File: config.mk
export PLATFORM = sky130hd
export DESIGN_NAME = spm_seq_ctrl
export DESIGN_NICKNAME = d
export VERILOG_FILES = /design/src/rtl/spm_seq_ctrl.sv
export SDC_FILE = /design/constraint.sdc
export NUM_CORES = 1
export LEC_CHECK = 0
export BUFFER_PORTS_ARGS = -buffer_cell sky130_fd_sc_hd__buf_2
export CORE_ASPECT_RATIO = 0.9
export CORE_MARGIN = 5
export CORE_UTILIZATION = 27
export CTS_CLUSTER_DIAMETER = 50
export DETAILED_ROUTE_END_ITERATION = 8
export SETUP_SLACK_MARGIN = 0.1
export SYNTH_ARGS = -nofsm -noshare
export SYNTH_HDL_FRONTEND = slang
export SYNTH_SLANG_ARGS = --single-unit
export TNS_END_PERCENT = 10
File: constraint.sdc
create_clock -name i_clock -period 4.9 [get_ports i_clock]
set_input_delay 0.245 -clock i_clock [delete_from_list [all_inputs] [get_ports i_clock]]
set_output_delay 0.245 -clock i_clock [all_outputs]
set_load 0.01 [all_outputs]
File: src/rtl/spm_seq_ctrl.sv
// Sequencer for the sparse ternary multiplier: scans r, skips zeros,
// and issues one (index, sign) command per nonzero coefficient.
module spm_seq_ctrl #(
   parameter int N  = 512,
   parameter int AW = 9,
   parameter int CW = 10
) (
   input  logic          i_clock,
   input  logic          i_reset,
   input  logic          i_start,
   output logic          o_busy,
   output logic          o_done,
   output logic          o_r_rd_en,
   output logic [AW-1:0] o_r_addr,
   input  logic [1:0]    i_r_data,
   output logic          o_cmd_valid,
   input  logic          i_cmd_ready,
   output logic [AW-1:0] o_cmd_idx,
   output logic          o_cmd_neg,
   input  logic          i_dp_idle,
   output logic [CW-1:0] o_cnt_one,
   output logic [CW-1:0] o_cnt_mone,
   output logic          o_err
);

   typedef enum logic [1:0] {
      S_IDLE,
      S_SCAN,
      S_DRAIN,
      S_DONE
   } state_t;

   localparam logic [AW-1:0] LAST_ADDR = AW'(N - 1);
   localparam logic [CW-1:0] CNT_MAX   = '1;

   state_t        state_q, state_d;
   logic [AW-1:0] addr_q;
   logic          rd_last_q;
   logic          infl_q;
   logic [AW-1:0] infl_addr_q;
   logic [AW-1:0] fifo_idx_q [2];
   logic [1:0]    fifo_neg_q;
   logic          wr_ptr_q;
   logic          rd_ptr_q;
   logic [1:0]    fifo_cnt_q;
   logic [CW-1:0] cnt_one_q;
   logic [CW-1:0] cnt_mone_q;
   logic          err_q;

   logic          start;
   logic          rd_en;
   logic          push;
   logic          pop;
   logic          illegal;
   logic          fifo_empty;
   logic [2:0]    occ;

   // occ is the FIFO plus in-flight load after this cycle's pop,
   // which lets reads stream at one per cycle without overflow.
   always_comb begin
      fifo_empty = (fifo_cnt_q == 2'd0);
      pop        = !fifo_empty && i_cmd_ready;
      push       = infl_q && i_r_data[0];
      illegal    = infl_q && (i_r_data == 2'b10);
      occ        = {1'b0, fifo_cnt_q} + {2'b00, infl_q}
                 - {2'b00, pop};
      start      = (state_q == S_IDLE) && i_start;
      rd_en      = (state_q == S_SCAN) && !rd_last_q
                 && (occ < 3'd2);
   end

   always_comb begin
      state_d = state_q;
      o_busy  = 1'b0;
      o_done  = 1'b0;
      unique case (state_q)
         S_IDLE: begin
            if (i_start)
               state_d = S_SCAN;
         end
         S_SCAN: begin
            o_busy = 1'b1;
            if (rd_last_q && !infl_q &&
                (fifo_empty || (fifo_cnt_q == 2'd1 && pop)))
               state_d = S_DRAIN;
         end
         S_DRAIN: begin
            o_busy = 1'b1;
            if (i_dp_idle)
               state_d = S_DONE;
         end
         S_DONE: begin
            o_done  = 1'b1;
            state_d = S_IDLE;
         end
         default: state_d = S_IDLE;
      endcase
   end

   always_ff @(posedge i_clock) begin
      if (i_reset) begin
         state_q     <= S_IDLE;
         addr_q      <= '0;
         rd_last_q   <= 1'b0;
         infl_q      <= 1'b0;
         infl_addr_q <= '0;
         wr_ptr_q    <= 1'b0;
         rd_ptr_q    <= 1'b0;
         fifo_cnt_q  <= 2'd0;
         cnt_one_q   <= '0;
         cnt_mone_q  <= '0;
         err_q       <= 1'b0;
      end else begin
         state_q <= state_d;
         infl_q  <= rd_en;
         if (rd_en) begin
            infl_addr_q <= addr_q;
            if (addr_q == LAST_ADDR)
               rd_last_q <= 1'b1;
            else
               addr_q <= addr_q + AW'(1);
         end
         if (push)
            wr_ptr_q <= !wr_ptr_q;
         if (pop)
            rd_ptr_q <= !rd_ptr_q;
         fifo_cnt_q <= fifo_cnt_q + {1'b0, push} - {1'b0, pop};
         if (illegal)
            err_q <= 1'b1;
         if (pop) begin
            if (fifo_neg_q[rd_ptr_q]) begin
               if (cnt_mone_q != CNT_MAX)
                  cnt_mone_q <= cnt_mone_q + CW'(1);
            end else begin
               if (cnt_one_q != CNT_MAX)
                  cnt_one_q <= cnt_one_q + CW'(1);
            end
         end
         if (start) begin
            addr_q     <= '0;
            rd_last_q  <= 1'b0;
            cnt_one_q  <= '0;
            cnt_mone_q <= '0;
            err_q      <= 1'b0;
         end
      end
   end

   always_ff @(posedge i_clock) begin
      if (push) begin
         fifo_idx_q[wr_ptr_q] <= infl_addr_q;
         fifo_neg_q[wr_ptr_q] <= i_r_data[1];
      end
   end

   assign o_r_rd_en   = rd_en;
   assign o_r_addr    = addr_q;
   assign o_cmd_valid = !fifo_empty;
   assign o_cmd_idx   = fifo_idx_q[rd_ptr_q];
   assign o_cmd_neg   = fifo_neg_q[rd_ptr_q];
   assign o_cnt_one   = cnt_one_q;
   assign o_cnt_mone  = cnt_mone_q;
   assign o_err       = err_q;

endmodule
==> flow_summary.ini, run 1 <==
[power_and_ir_drop]
vdd_drop_max_uv = 232
total_switching_power_mw = 0.566
sequentialPowerShare = 0.402
switching_share = 0.334
share_of_total_power_in_the_clock_network = 0.340
power-per-cell-area_nw_per_um2 = 453
power.share.combinational = 0.258
power.static_leakage_nw = 1.39
p_int_mw = 1.13

[synth]
yosys.cell_types.count = 53
ys.warnings.count = 0
netlist_instances = 306
synthArstFlopShare = 0
synth_largest_area_cell = sky130_fd_sc_hd__dfxtp_1
synth_fp_nets = 324
synthTopCellsByArea = sky130_fd_sc_hd__dfxtp_1, sky130_fd_sc_hd__edfxtp_1, sky130_fd_sc_hd__a21oi_1
syn_area_per_cell_um2 = 10.2
synth-main-ff-cell = sky130_fd_sc_hd__dfxtp_1
netlist.area_leader.share = 0.309
total_standard_cell_area_after_synthesis_um2 = 3110
yosys_register_bits = 68
synth-edff-count = 20
seq_area_frac_synth = 0.502

[cts]
cts_buffer_depth = 2
tritoncts = done
holdBufCountCts = 0
clock_sinks = 68
h-tree-depth = 3
post-cts-setup-buffer-count = 0
number_of_buffers_created_by_cts = 9
cts.repair.resized = 0
cts.root.buffer_cell = sky130_fd_sc_hd__clkbuf_16
clkTransAtPathRegs_ns = 0.05
clk-insertion-delay-late_ns = 0.34

[critical_path]
reg2reg_depth = 8
reg2reg_setup_slack_ns = 2.10
worstReg2RegStart = fifo_cnt_q[1]
crit_path_start_kind = flop
cp-endpoint = o_r_rd_en
arrival_ns = 3.01
crit_start = fifo_cnt_q[1]
critical_path.endpoint_type = output port
timing.critical_path.fanout_max = 12
timing.critical_path.required_ns = 4.66
timing.setup.critical_path_class = flop to output port
rr_endpoint = o_r_addr[7]

[sta]
worstMarginPinSlew_ns = 0.996
clock.fmax_ghz = 0.308
tns_ns = 0
min_period_ns = 3.25
setup_viol_count_final = 0
finalClockSkew_ns = 0.00537
rsz0062_at_grt = no
finalHoldWorstSlack_ns = 0.150
slew_violations = 0
timing.slew.headroom = 0.336
report.final.hold_viol_count = 0
layout_worst_path_cycle_share = 0.664
setup_slack_ns = 1.65

[placement]
dp.final_hpwl_mm = 5.17
gp_congestion = 0.766
total_of_buffers_placed_on_input_and_output_ports = 50
pre_cts_slack_ns = 2.00

[finish]
area_growth_syn_to_layout_pct = 20.1
filler_cell_count = 1172
layout.cells.most_common = sky130_fd_sc_hd__buf_2
layout_common_cells = sky130_fd_sc_hd__buf_2, sky130_fd_sc_hd__dfxtp_1, sky130_fd_sc_hd__nand2_1, sky130_fd_sc_hd__a21oi_1, sky130_fd_sc_hd__nor2_1
antenna_cells_inserted = 0
drive_above_1_share = 0.253
nNetsFinal = 373
regArea_um2 = 1560
multiInputGateArea_um2 = 1430

[global_route]
grt_max_degree = 29
globalRouteTotalUtil = 0.110
grt_first_pass_wirelength_mm = 11.8
grt-ovfl-total = 0
antenna_found_initial = 0
vias_in_the_first_global_route = 2322

[worst_hold_path]
worst_hold_startpoint = i_r_data[1]
worst_hold_path_type = input port to flop

[detailed_routing]
vias = 2463
post_detailed_routing_wire_length_mm = 7.21
detailedRoute.firstIterationViolations = 123
routed_via_density = 4.77
remaining_drc_errors = 0
drt_pass1_iterations = 4
drtAntennaViolNets = 0
wl_per_cell_um = 14.0

[die]
fp.dieH_um = 112
rows = 37
die_area_um2 = 13800
io-pin-count = 51
starting_density_of_the_core = 0.274
chipWidth_um = 123
core-area_um2 = 11300

[run]
max_cap_viol = 0

[run_status]
outcome = completed
[Yosys cell counts, types with 2 or more instances]
library cell / n
sky130_fd_sc_hd__and3_2: 3
sky130_fd_sc_hd__a21o_1: 2
sky130_fd_sc_hd__nor3_1: 4
sky130_fd_sc_hd__a21oi_1: 32
sky130_fd_sc_hd__xnor2_1: 5
sky130_fd_sc_hd__edfxtp_1: 20
sky130_fd_sc_hd__o31ai_1: 4
sky130_fd_sc_hd__mux2_2: 9
sky130_fd_sc_hd__buf_2: 2
sky130_fd_sc_hd__o211ai_1: 3
sky130_fd_sc_hd__nor4_1: 5
sky130_fd_sc_hd__a31o_2: 4
sky130_fd_sc_hd__nand4_1: 10
sky130_fd_sc_hd__ha_1: 10
sky130_fd_sc_hd__or2_2: 2
sky130_fd_sc_hd__nand2b_1: 2
sky130_fd_sc_hd__o41ai_1: 4
sky130_fd_sc_hd__mux2i_1: 5
sky130_fd_sc_hd__nand3_1: 10
sky130_fd_sc_hd__and4_1: 2
sky130_fd_sc_hd__clkbuf_1: 5
sky130_fd_sc_hd__nor2b_1: 3
sky130_fd_sc_hd__nand2_1: 33
sky130_fd_sc_hd__and3_1: 5
sky130_fd_sc_hd__inv_1: 8
sky130_fd_sc_hd__xor2_1: 3
sky130_fd_sc_hd__dfxtp_1: 48
sky130_fd_sc_hd__or3_1: 5
sky130_fd_sc_hd__nor2_1: 21
sky130_fd_sc_hd__clkbuf_8: 3
sky130_fd_sc_hd__o21ai_0: 9
sky130_fd_sc_hd__or4_1: 4
[critical path: stages, from the launching register on]
cell and delay, ns:
sky130_fd_sc_hd__dfxtp_1 0.50, sky130_fd_sc_hd__o21ai_0 0.22, sky130_fd_sc_hd__nor2_1 0.21, sky130_fd_sc_hd__o21ai_0 0.14, sky130_fd_sc_hd__fa_1 0.49, sky130_fd_sc_hd__nand3b_1 0.17
sky130_fd_sc_hd__or2_2 0.43, sky130_fd_sc_hd__inv_1 0.29, sky130_fd_sc_hd__buf_2 0.21
[area by class of cell]
class / instances / area share
tap: 156 / 0.0523
multi-input combinational: 217 / 0.382
inverter: 9 / 0.00905
timing repair buffer: 50 / 0.0670
sequential: 68 / 0.418
clock inverter: 7 / 0.0114
clock buffer: 9 / 0.0603
[how the worst min path moves through the flow]
stage | to | slack, ns | cells past startpoint
3_5_place_dp | fifo_idx_q[1][2] | 0.45 | 0
5_1_grt | fifo_neg_q[0] | 0.13 | 1
3_3_place_gp | fifo_idx_q[0][2] | 0.44 | 0
4_1_cts | fifo_neg_q[1] | 0.12 | 1
2_1_floorplan | fifo_neg_q[0] | 0.34 | 0
6_report | fifo_neg_q[0] | 0.15 | 1
[routing by layer]
layer,wire [µm],vias to the layer above,track usage,part of all wire
li1,-,1222,-,-
met1,3440,1163,0.146,0.48
met2,3230,68,0.162,0.45
met3,445,10,0.0462,0.062
met4,89,0,0.0310,0.012
met5,0,-,0,0
[stage by stage]
stage	std cells	cell area [µm²]	utilization	power, mW
after floorplan	306	3110	-	1.02
after global placement	500	3470	0.306	1.12
after detailed placement	500	3470	0.306	1.13
after CTS	516	3730	0.329	1.72
after global routing	516	3730	0.329	1.79
final	516	3730	0.329	1.69
[logic make-up after synthesis]
group / Yosys count / synth area share
adders and majority gates: 11 / 0.0467
buffers and inverters: 21 / 0.0394
and+or+nand+nor: 118 / 0.205
AOI/OAI and AO/OA: 65 / 0.131
DFF: 68 / 0.502
xor gates and xnor gates: 8 / 0.0225
muxes: 15 / 0.0531
[registers in the layout, indices dropped and copies added, names as in the netlist, named ones only]
register and cells:
fifo_idx_q 18, o_cnt_mone 10, o_cnt_one 10, infl_addr_q 9
o_r_addr 9, fifo_cnt_q 2, fifo_neg_q 2, state_q 2
infl_q 1, o_err 1, rd_last_q 1, rd_ptr_q 1
wr_ptr_q 1
[power by group through the flow]
stage                     sequential (mW)  combinational (mW)  clock, mW
after floorplan                     0.668               0.356          0
after global placement              0.690               0.426          0
after detailed placement            0.693               0.441          0
after CTS                           0.681               0.444      0.592
after global routing                0.688               0.490      0.614
final                               0.680               0.436      0.576
No activity file was read; power rests on OpenSTA's default activity.
==> inputs of run 2 (changes only) <==
==> constraint.sdc (replaced) <==
create_clock -name i_clock -period 2.7 [get_ports i_clock]
set_input_delay 0.135 -clock i_clock [delete_from_list [all_inputs] [get_ports i_clock]]
set_output_delay 0.135 -clock i_clock [all_outputs]
set_load 0.01 [all_outputs]
==> run 2 against run 1 <==
  * Combinational power up 130%
  * Total power grew 100%
  * Routed wire length increased by 3.8%
  * Critical path depth increased by 1
  * Design area rose by 3.7%
  * Core utilization is 1.2 points higher
  * Register-to-register slack worse by 1.9 ns
  * Clock skew is 0.0014 ns lower
  * Clock power grew 100%
  * Die area unchanged
  * Sequential share of layout area decreased by 1.5 points
  * Non-clock buffer count rose by 12
  * Critical path type is now flop to flop
  * Largest power group unchanged
  * Highest routed layer unchanged
==> flow_summary.ini, run 2 (synthesis results as in run 1) <==
[sta]
layout_worst_path_cycle_share = 0.929
tns_ns = 0
min_period_ns = 2.51
finalClockSkew_ns = 0.00392
rsz0062_at_grt = yes
slew_violations = 0
setup_viol_count_final = 0
clock.fmax_ghz = 0.399
report.final.hold_viol_count = 0
timing.slew.headroom = 0.423
worstMarginPinSlew_ns = 0.862

[finish]
area_growth_syn_to_layout_pct = 24.5
filler_cell_count = 1177
layout.cells.most_common = sky130_fd_sc_hd__buf_2
largest_reg_flops = 18
largest_register = fifo_idx_q
nNetsFinal = 385
antenna_cells_inserted = 0
post_layout_nonfiller_instances = 528
drive_above_1_share = 0.288
multiInputGateArea_um2 = 1440
layout_common_cells = sky130_fd_sc_hd__buf_2, sky130_fd_sc_hd__dfxtp_1, sky130_fd_sc_hd__nand2_1, sky130_fd_sc_hd__a21oi_1, sky130_fd_sc_hd__nor2_1
final_util = 0.342
regArea_um2 = 1560

[detailed_routing]
routed_via_density = 4.80
detailedRoute.firstIterationViolations = 86
vias = 2537
remaining_drc_errors = 0
wl_per_cell_um = 14.2
post_detailed_routing_wire_length_mm = 7.48
drt_pass1_iterations = 4
drtAntennaViolNets = 0

[critical_path]
reg2reg_setup_slack_ns = 0.19
crit_path_start_kind = flop
arrival_ns = 2.77
timing.setup.critical_path_class = flop to flop
timing.critical_path.fanout_max = 7
timing.critical_path.required_ns = 2.96
critical_path.endpoint_type = flop

[die]
die_area_um2 = 13800
core-area_um2 = 11300
io-pin-count = 51
fp.dieH_um = 112
starting_density_of_the_core = 0.274
chipWidth_um = 123
rows = 37

[cts]
clkTransAtPathRegs_ns = 0.06
h-tree-depth = 3
clock_sinks = 68
cts.root.buffer_cell = sky130_fd_sc_hd__clkbuf_16
clk-insertion-delay-late_ns = 0.33
number_of_buffers_created_by_cts = 9
tritoncts = done
cts_buffer_depth = 2

[power_and_ir_drop]
share_of_total_power_in_the_clock_network = 0.345
total_switching_power_mw = 1.11
p_int_mw = 2.29
power.static_leakage_nw = 1.45
vdd_drop_max_uv = 357
sequentialPowerShare = 0.359
switching_share = 0.326
power-per-cell-area_nw_per_um2 = 877
power.share.combinational = 0.295

[global_route]
grt_max_degree = 20
grt_first_pass_wirelength_mm = 12.1
vias_in_the_first_global_route = 2455
antenna_found_initial = 0
grt-ovfl-total = 0
globalRouteTotalUtil = 0.111

[placement]
dp.final_hpwl_mm = 5.33
total_of_buffers_placed_on_input_and_output_ports = 50
place.detailed.instances = 505
gp_congestion = 0.776

[run]
max_cap_viol = 0

[run_status]
outcome = completed

[worst_hold_path]
worst_hold_path_type = input port to flop
run 2: area by class of cell:
| type | count | share of cell area |
|---|---|---|
| well taps | 156 | 0.0504 |
| clock inverters | 7 | 0.0197 |
| flip-flops and latches | 68 | 0.403 |
| inverters | 9 | 0.00969 |
| multi-input cells | 217 | 0.371 |
| repair buffers | 62 | 0.0879 |
| clock buffers | 9 | 0.0581 |
run 2: final timing paths:
kind         cells past startpoint                to            from
max                              9       o_r_addr[7]   fifo_cnt_q[0]
min                              1     fifo_neg_q[0]     i_r_data[1]
max reg2reg                      9       o_r_addr[7]   fifo_cnt_q[0]
min reg2reg                      0  fifo_idx_q[0][6]  infl_addr_q[6]
run 2: metal layers:
metal	wire length (µm)	up-vias	GRT usage
met5	0	-	0
li1	-	1248	-
met1	3520	1212	0.144
met4	109	0	0.0369
met3	393	11	0.0376
met2	3460	66	0.172
run 2: what timing repair did:
action / CTS / global route
resized for setup: 5 / 0
endpoints found under the setup margin: 12 / 2
buffers inserted: 3 / 4
hold buffers: 0 / 0
pin swaps: 3 / 1
gates cloned: 0 / 0
run 2: stage by stage:
step / total power [mW] / instance area [µm²] / hold slack, ns / setup slack, ns
floorplan: 1.86 / 3110 / 0.234 / 0.300
global route: 3.60 / 3870 / 0.0209 / 0.0568
CTS: 3.38 / 3840 / 0.0154 / 0.103
global placement: 2.08 / 3500 / 0.361 / 0.121
detailed placement: 2.10 / 3500 / 0.367 / 0.0409
finish: 3.40 / 3870 / 0.0305 / 0.192
run 2: worst max-delay path, cell delays in order (launching register included):
cell and delay [ns]:
sky130_fd_sc_hd__dfxtp_2 0.39, sky130_fd_sc_hd__o21ai_1 0.11, sky130_fd_sc_hd__nor2_1 0.15, sky130_fd_sc_hd__o21ai_0 0.13, sky130_fd_sc_hd__fa_1 0.49, sky130_fd_sc_hd__nand3b_1 0.16
sky130_fd_sc_hd__buf_4 0.19, sky130_fd_sc_hd__nor4_4 0.30, sky130_fd_sc_hd__or3b_1 0.39, sky130_fd_sc_hd__a21oi_1 0.15
run 2: power by group through the flow:
| stage | registers, mW | logic [mW] | clock network [mW] |
|---|---|---|---|
| 2_1_floorplan | 1.21 | 0.646 | 0 |
| 3_3_place_gp | 1.24 | 0.838 | 0 |
| 3_5_place_dp | 1.24 | 0.857 | 0 |
| 4_1_cts | 1.22 | 0.944 | 1.21 |
| 5_1_grt | 1.23 | 1.10 | 1.26 |
| 6_report | 1.22 | 1.00 | 1.17 |
